===== config.mk =====
export PLATFORM = sky130hd
export DESIGN_NAME = fir_coeff_loader_flat
export DESIGN_NICKNAME = d
export VERILOG_FILES = /design/src/rtl/fir_pkg.sv /design/src/rtl/fir_coeff_loader_if.sv /design/src/rtl/fir_coeff_loader.sv /design/src/flat_wrapper.sv
export SDC_FILE = /design/constraint.sdc
export NUM_CORES = 1
export LEC_CHECK = 0
export ABC_AREA = 0
export BUFFER_PORTS_ARGS = -buffer_cell sky130_fd_sc_hd__buf_4
export CORE_MARGIN = 2
export CORE_UTILIZATION = 50
export CTS_CLUSTER_DIAMETER = 120
export DETAILED_ROUTE_END_ITERATION = 6
export PLACE_DENSITY_LB_ADDON = 0.1
export SLEW_MARGIN = 20
export SYNTH_ARGS = -nofsm -noshare
export SYNTH_HDL_FRONTEND = slang
export SYNTH_SLANG_ARGS = --single-unit
export TNS_END_PERCENT = 30

===== constraint.sdc =====
create_clock -name clk -period 3.9 [get_ports clk]
set_input_delay 0.39 -clock clk [delete_from_list [all_inputs] [get_ports clk]]
set_output_delay 0.39 -clock clk [all_outputs]
set_load 0.05 [all_outputs]

===== src/rtl/fir_pkg.sv =====
// Shared FIR control types: coefficient width and the loader state encoding.
// Pure declarations; no timing or flow control of its own.
package fir_pkg;

  localparam int COEFF_W = 16;

  typedef enum logic [1:0] {
    IDLE = 2'd0,
    FILL = 2'd1,
    FULL = 2'd2,
    LOAD = 2'd3
  } loader_state_t;

endpackage


===== src/rtl/fir_coeff_loader_if.sv =====
// Coefficient write port plus committed-set outputs between register side and FIR.
// wr_valid/wr_ready handshake on the write side; commit/abort are single-cycle strobes.
interface fir_coeff_loader_if #(
  parameter int N = 4
) ();
  import fir_pkg::*;

  localparam int CW = $clog2(N + 1);

  logic               wr_valid;
  logic [COEFF_W-1:0] wr_data;
  logic               wr_ready;
  logic               commit;
  logic               abort;
  logic [N*COEFF_W-1:0] coeff_out;
  logic               load;
  logic [CW-1:0]      count;
  logic               commit_err;

  modport master (
    output wr_valid, wr_data, commit, abort,
    input  wr_ready, coeff_out, load, count, commit_err
  );

  modport slave (
    input  wr_valid, wr_data, commit, abort,
    output wr_ready, coeff_out, load, count, commit_err
  );

endinterface


===== src/rtl/fir_coeff_loader.sv =====
// Collects N coefficient words into a shadow set and hands it to the FIR on commit.
// Load pulse one cycle after commit; wr_ready drops while the set is full or loading.
module fir_coeff_loader
  import fir_pkg::*;
#(
  parameter int N = 4
) (
  input  logic              clk,
  input  logic              rst,
  fir_coeff_loader_if.slave bus
);

  localparam int CW = $clog2(N + 1);

  loader_state_t        state_q, state_d;
  logic [CW-1:0]        count_q, count_d;
  logic [COEFF_W-1:0]   shadow_q [N];
  logic [COEFF_W-1:0]   shadow_d [N];
  logic [N*COEFF_W-1:0] coeff_q, coeff_d;
  logic                 load_q, load_d;
  logic                 err_q, err_d;
  logic                 wr_ready;
  logic                 accept;

  // Ready depends on state only, so a writer can never see it combinationally loop.
  assign wr_ready = (state_q == IDLE) || (state_q == FILL);
  assign accept   = bus.wr_valid && wr_ready && !bus.abort;

  always_comb begin
    state_d  = state_q;
    count_d  = count_q;
    shadow_d = shadow_q;
    coeff_d  = coeff_q;
    load_d   = 1'b0;
    err_d    = err_q;

    case (state_q)
      IDLE, FILL: begin
        if (bus.commit) begin
          err_d = 1'b1;
        end
        if (bus.abort) begin
          state_d = IDLE;
          count_d = '0;
        end else if (accept) begin
          for (int i = 0; i < N; i++) begin
            if (count_q == CW'(i)) begin
              shadow_d[i] = bus.wr_data;
            end
          end
          count_d = count_q + CW'(1);
          state_d = (count_q == CW'(N - 1)) ? FULL : FILL;
        end
      end

      FULL: begin
        // Abort takes priority so a cancelled set never reaches the filter.
        if (bus.abort) begin
          state_d = IDLE;
          count_d = '0;
        end else if (bus.commit) begin
          state_d = LOAD;
          load_d  = 1'b1;
          count_d = '0;
          err_d   = 1'b0;
          for (int i = 0; i < N; i++) begin
            coeff_d[i*COEFF_W +: COEFF_W] = shadow_q[i];
          end
        end
      end

      LOAD: begin
        state_d = IDLE;
        if (bus.commit) begin
          err_d = 1'b1;
        end
      end

      default: begin
        state_d = IDLE;
      end
    endcase
  end

  always_ff @(posedge clk or posedge rst) begin
    if (rst) begin
      state_q  <= IDLE;
      count_q  <= '0;
      shadow_q <= '{default: '0};
      coeff_q  <= '0;
      load_q   <= 1'b0;
      err_q    <= 1'b0;
    end else begin
      state_q  <= state_d;
      count_q  <= count_d;
      shadow_q <= shadow_d;
      coeff_q  <= coeff_d;
      load_q   <= load_d;
      err_q    <= err_d;
    end
  end

  assign bus.wr_ready   = wr_ready;
  assign bus.count      = count_q;
  assign bus.coeff_out  = coeff_q;
  assign bus.load       = load_q;
  assign bus.commit_err = err_q;

endmodule


===== src/flat_wrapper.sv =====
// flat-port wrapper written by rule: the top's interface ports become plain ports
module fir_coeff_loader_flat import fir_pkg::*;
#(
  parameter int N = 4
)
  (clk, rst, bus_wr_valid, bus_wr_data, bus_commit, bus_abort, bus_wr_ready, bus_coeff_out, bus_load, bus_count, bus_commit_err);
  fir_coeff_loader_if #(.N(N)) bus_i ();
  input  logic clk;
  input  logic rst;
  input wire logic [$bits(bus_i.wr_valid)-1:0] bus_wr_valid;
  input wire logic [$bits(bus_i.wr_data)-1:0] bus_wr_data;
  input wire logic [$bits(bus_i.commit)-1:0] bus_commit;
  input wire logic [$bits(bus_i.abort)-1:0] bus_abort;
  output wire logic [$bits(bus_i.wr_ready)-1:0] bus_wr_ready;
  output wire logic [$bits(bus_i.coeff_out)-1:0] bus_coeff_out;
  output wire logic [$bits(bus_i.load)-1:0] bus_load;
  output wire logic [$bits(bus_i.count)-1:0] bus_count;
  output wire logic [$bits(bus_i.commit_err)-1:0] bus_commit_err;
  assign bus_i.wr_valid = bus_wr_valid;
  assign bus_i.wr_data = bus_wr_data;
  assign bus_i.commit = bus_commit;
  assign bus_i.abort = bus_abort;
  assign bus_wr_ready = bus_i.wr_ready;
  assign bus_coeff_out = bus_i.coeff_out;
  assign bus_load = bus_i.load;
  assign bus_count = bus_i.count;
  assign bus_commit_err = bus_i.commit_err;
  fir_coeff_loader #(.N(N)) u_core (.clk(clk), .rst(rst), .bus(bus_i));
endmodule

# Yosys cells after proc, flatten, opt, wreduce, memory -nomap -nowiden
# Index checks and enable logic that the tools add are counted.
# Widths: inputs -> output; s select.
# word_totals
regBits	135
in_bits	21
output_inout_bits	70
word_cells	57
# op_classes
n_addsub	1
eq_ne	11
mux	18
bitwise	1
n_reduce_logical	17
# op_table
op	n
$reduce_and 4->1	4
$mux 3	4
$mux 2	5
$reduce_and 3->1	3
$eq 3x2->1 const B	2
$mux 1	6
$pmux 2 s3	1
$pmux 3 s2	1
$eq 2x2->1 const B	2
$ne 2x2->1 const B	2
$add 3x1->3 const B	1
$eq 3x1->1 const B	1
$logic_not 3->1	1
$ne 3x2->1 const B	1
$ne 3x3->1 const B	1
$reduce_or 3->1	1
$eq 2x1->1 const B	1
$logic_and 1x1->1	2
$logic_not 2->1	1
$ne 2x1->1 const B	1
$pmux 1 s2	1
$reduce_and 2->1	1
$reduce_bool 2->1	1
$reduce_or 2->1	1
3 further kinds	3

# Logic depth before layout (Yosys ltp)
# logic_depth
word_depth	7
mapped_depth	6
ltp_nobuf	5

# Least setup slack after synthesis
# OpenSTA, ideal clock, no wires.
# synth_path
kind	register -> register
from	reg u_core.count_q[0] (netlist: u_core.bus.count[0])
to	reg u_core.shadow_q[0] (netlist name)
setup_time_ps	125
t_arrival_ps	1797
required_time_ps	3775
path_slack_ps	1978
stages_incl_launch_ff	7
path_buffers	2
period_less_slack_ps	1922
cell_sequence	dfrtp_1 > ha_1 > ha_1 > and3_1 > buf_6 > buf_6 > mux2_2
# synth_between
elab_chain_len	2
# synth_lines
item	line_no	text
start, declared	fir_coeff_loader.sv:16	logic [CW-1:0] count_q, count_d;
start signal, assigned	fir_coeff_loader.sv:95	count_q <= count_d;
$eq 3x2->1	fir_coeff_loader.sv:47	if (count_q == CW'(i)) begin
$reduce_and 4->1 (no line)	--	
end signal, assigned	fir_coeff_loader.sv:96	shadow_q <= shadow_d;
end, declared	fir_coeff_loader.sv:17	logic [COEFF_W-1:0] shadow_q [N];
# Every way passes these cells.
# A chain may end at the register's enable or synchronous reset.

# Worst setup path after layout
# layout_path
from	reg u_core.state_q[1]
to	reg u_core.coeff_q[46] (netlist: u_core.bus.coeff_out[46])
# layout_between
elab_chain_len	2
# layout_lines
item	line_no	text
start, declared	fir_coeff_loader.sv:15	loader_state_t state_q, state_d;
start signal, assigned	fir_coeff_loader.sv:94	state_q <= state_d;
$eq 2x2->1	fir_coeff_loader.sv:37	case (state_q)
$reduce_and 3->1 (no line)	--	
end signal, assigned	fir_coeff_loader.sv:97	coeff_q <= coeff_d;
end, declared	fir_coeff_loader.sv:19	logic [N*COEFF_W-1:0] coeff_q, coeff_d;
# Every way passes these cells.

==> results.md <==
- Critical Path RT: 4.30 ns
- Worst Tran Pin Value: 0.927 ns
- Design Area, Final: 6660 µm²
- Total GRT Usage: 0.187
- LEAKAGE: 0.00332 µW
- Gr ovfl total: 0
- Mean post-synth cell area: 16.6 µm²
- PortBufs: 90
- P&R area growth vs syn: 27.5%
- PD cells: 782 nW/µm²
- Setup TNS: 0 ns
- Max IR drop VDD: 0.000371 V
- Post-Route WL: 9630 µm
- TritonCTS clock tree: built
- Clock H-tree levels: 4
- Routability cong.: 0.745
- Die Y: 106 µm
- CTS buffer count: 17
- Final hold slack: 0.106 ns
- Vias: 2,884
- WL/cell: 17.1 µm
- Slew HR: 0.382
- Detail Route Antenna Nets: 0
- Flop pwr share: 0.401
- Internal: 3590 µW
- Max Cap Viol: 0
- Nets@finish: 440
- Vias/cell: 5.12
- Maximum clock rate: 447 MHz
- Die footprint: 11,300 µm²
- RSZ-0062 raised after global routing: false
- Sequential fraction of the synthesis area: 0.646
- Critical Path, Cell by Cell: nand2b_1 > nor2_4 > buf_12 > mux2_2
- Die W: 106 µm
- Clk_lat worst skew: 0.52 ns
- End of the worst hold path: u_core.state_q[1]
- Largest stage delay, worst path: 0.67 ns
- Max clock buf depth: 2
- R2R depth: 4
- Clock Power Share: 0.331
- WP data arrival: 2.63 ns
- Ratio of cells with drive above 1 in the final layout: 0.611
- Final Hold Fails: 0
- Unique masters post-synth: 24
- DR DRC count: 0
- Bufs and invs on worst path: 1
- Core Area: 10,200 µm²
- Initial Util: 0.511
- Status: finished clean
- Rows: 37
- Placed cell areas: 6000 µm²
- CP Launch Type: flop
- Fin util: 0.651
- Comb pwr share: 0.268
- Reg2Reg Setup Slack: 1.67 ns
- Hpwl dp: 6130 µm
- Hold path depth: 2
- I/O pins: 91
- Switching Share: 0.312
- Vias in the first global route: 3,103
- Clk root buf: clkbuf_8
- Setup violators final: 0
- Cell family with most CP delay: simple AND/OR/NAND/NOR gates
- WP depth: 4
- Hold Startpoint: bus_abort
- Final Max Tran Viols: 0
- Setup CP Type: flop to flop
- Syn Nets: 340
- Antenna cells: 0
- Max stage delay cell, worst path: nor2_4
- Clock Skew: 0.00640 ns
- # clock sinks: 135
- Clk slew on worst S/H paths: 0.06 ns
- Worst Setup End Kind: flop
- Antenna violations before repair: 0
- Drt pass-1 iters: 4
- Worst-path maximum fanout: 40
- DRT iter0 DRCs: 62
- Post-Syn Area: 5230 µm²
- First-pass GRT wire length: 15,900 µm
- Period minus WS final: 2.23 ns
- Worst min path class: primary input to flop
- Reg2reg start: u_core.state_q[1]
- Yosys warns: 0
- R2r endpoint: u_core.bus.coeff_out[46]
- Seq cells post-synth: 135
- Final period util: 0.573
- Syn Inst Count: 314
- Largest net degree at the start of global routing: 53
- Switching pwr: 1620 µW
layout make-up:
cell class	instances	area [µm²]
multi-input combinational	160	1700
clock buffer	20	455
fill	757	3570
sequential	135	3380
timing repair buffer	95	741
clock inverter	12	198
tap	136	170
inverter	5	22.5
layout by cell type (no fill, tap or decap), drive strengths merged:
cell	count
nand2b	2
dlygate4sd3	1
nand2	4
nand3	1
a32o	1
o21bai	1
clkinvlp	3
nor2b	2
o22ai	1
nand3b	1
o21ai	2
buf	94
ha	5
and3	1
nor3	1
bufinv	5
clkinv	5
a21oi	5
nor4b	1
dfrtp	135
clkbuf	20
inv	4
nor2	2
mux2	128
nand4	1
a22o	1
worst register-to-register path, stage by stage, from the launching register on:
cell      delay, ns
dfrtp_1        0.54
nand2b_1       0.19
nor2_4         0.67
buf_12         0.33
mux2_2         0.39
metrics by stage:
step / cells / worst slack, ns / total power (µW)
after floorplan: 314 / 1.83 / 3090
after global placement: 530 / 1.67 / 3460
after detailed placement: 530 / 1.63 / 3520
after CTS: 563 / 1.63 / 5260
after global routing: 563 / 1.53 / 5450
final: 563 / 1.67 / 5210
Yosys cell counts:
library cell,n,area share
nand4_2,1,0.0024
dfrtp_1,135,0.65
o22ai_1,1,0.0012
a32o_1,1,0.0019
inv_1,5,0.0036
nand2_1,2,0.0014
buf_6,11,0.024
nand3_1,1,0.00096
a22o_1,1,0.0017
a21oi_1,5,0.0048
nor2_4,1,0.0022
nor4b_4,1,0.0045
nand2b_1,2,0.0024
nand3b_1,1,0.0014
buf_2,3,0.0029
o21bai_1,1,0.0014
mux2_2,128,0.28
nor2_1,1,0.00072
nor3_1,1,0.00096
ha_1,5,0.012
nor2b_1,2,0.0024
o21ai_0,2,0.0019
and3_1,1,0.0012
nand2_2,2,0.0024
routing by layer:
layer / part of all wire / track usage / vias to the layer above
li1: - / - / 1312
met1: 0.44 / 0.233 / 1497
met2: 0.49 / 0.298 / 60
met3: 0.053 / 0.0674 / 15
met4: 0.015 / 0.0733 / 0
met5: 0 / 0 / -
registers in the layout, indices dropped and copies added (netlist names):
register and cells:
u_core.bus.coeff_out 64, u_core.state_q 2, u_core.bus.load 1, u_core.bus.count 3, u_core.bus.commit_err 1, u_core.shadow_q 64
repair_timing:
item,CTS,global route
resized for setup,0,0
endpoints found under the hold margin,12,0
setup buffers,0,0
hold buffers,1,0
how the worst max path moves through the flow:
stage,from,to
after detailed placement,u_core.state_q[1],u_core.bus.coeff_out[33]
after global routing,u_core.state_q[1],u_core.bus.coeff_out[16]
after global placement,bus_abort,u_core.bus.coeff_out[28]
final,u_core.state_q[1],u_core.bus.coeff_out[46]
after CTS,u_core.state_q[1],u_core.bus.coeff_out[44]
after floorplan,rst,u_core.bus.coeff_out[0]
power groups by stage:
stage / registers [µW] / clock network [µW] / logic (µW)
2_1_floorplan: 2560 / 0 / 527
3_3_place_gp: 2080 / 0 / 1380
3_5_place_dp: 2110 / 0 / 1410
4_1_cts: 2090 / 1760 / 1420
5_1_grt: 2150 / 1820 / 1480
6_report: 2090 / 1730 / 1400
logic make-up after synthesis:
logic type                 Yosys count  synth area share
DFF                                135             0.646
muxes                              128             0.276
adders and majority gates            5            0.0120
and+or+nand+nor                     16            0.0230
AOI/OAI and AO/OA                   11            0.0129
buffers and inverters               19            0.0302
No activity file was read; power rests on OpenSTA's default activity.
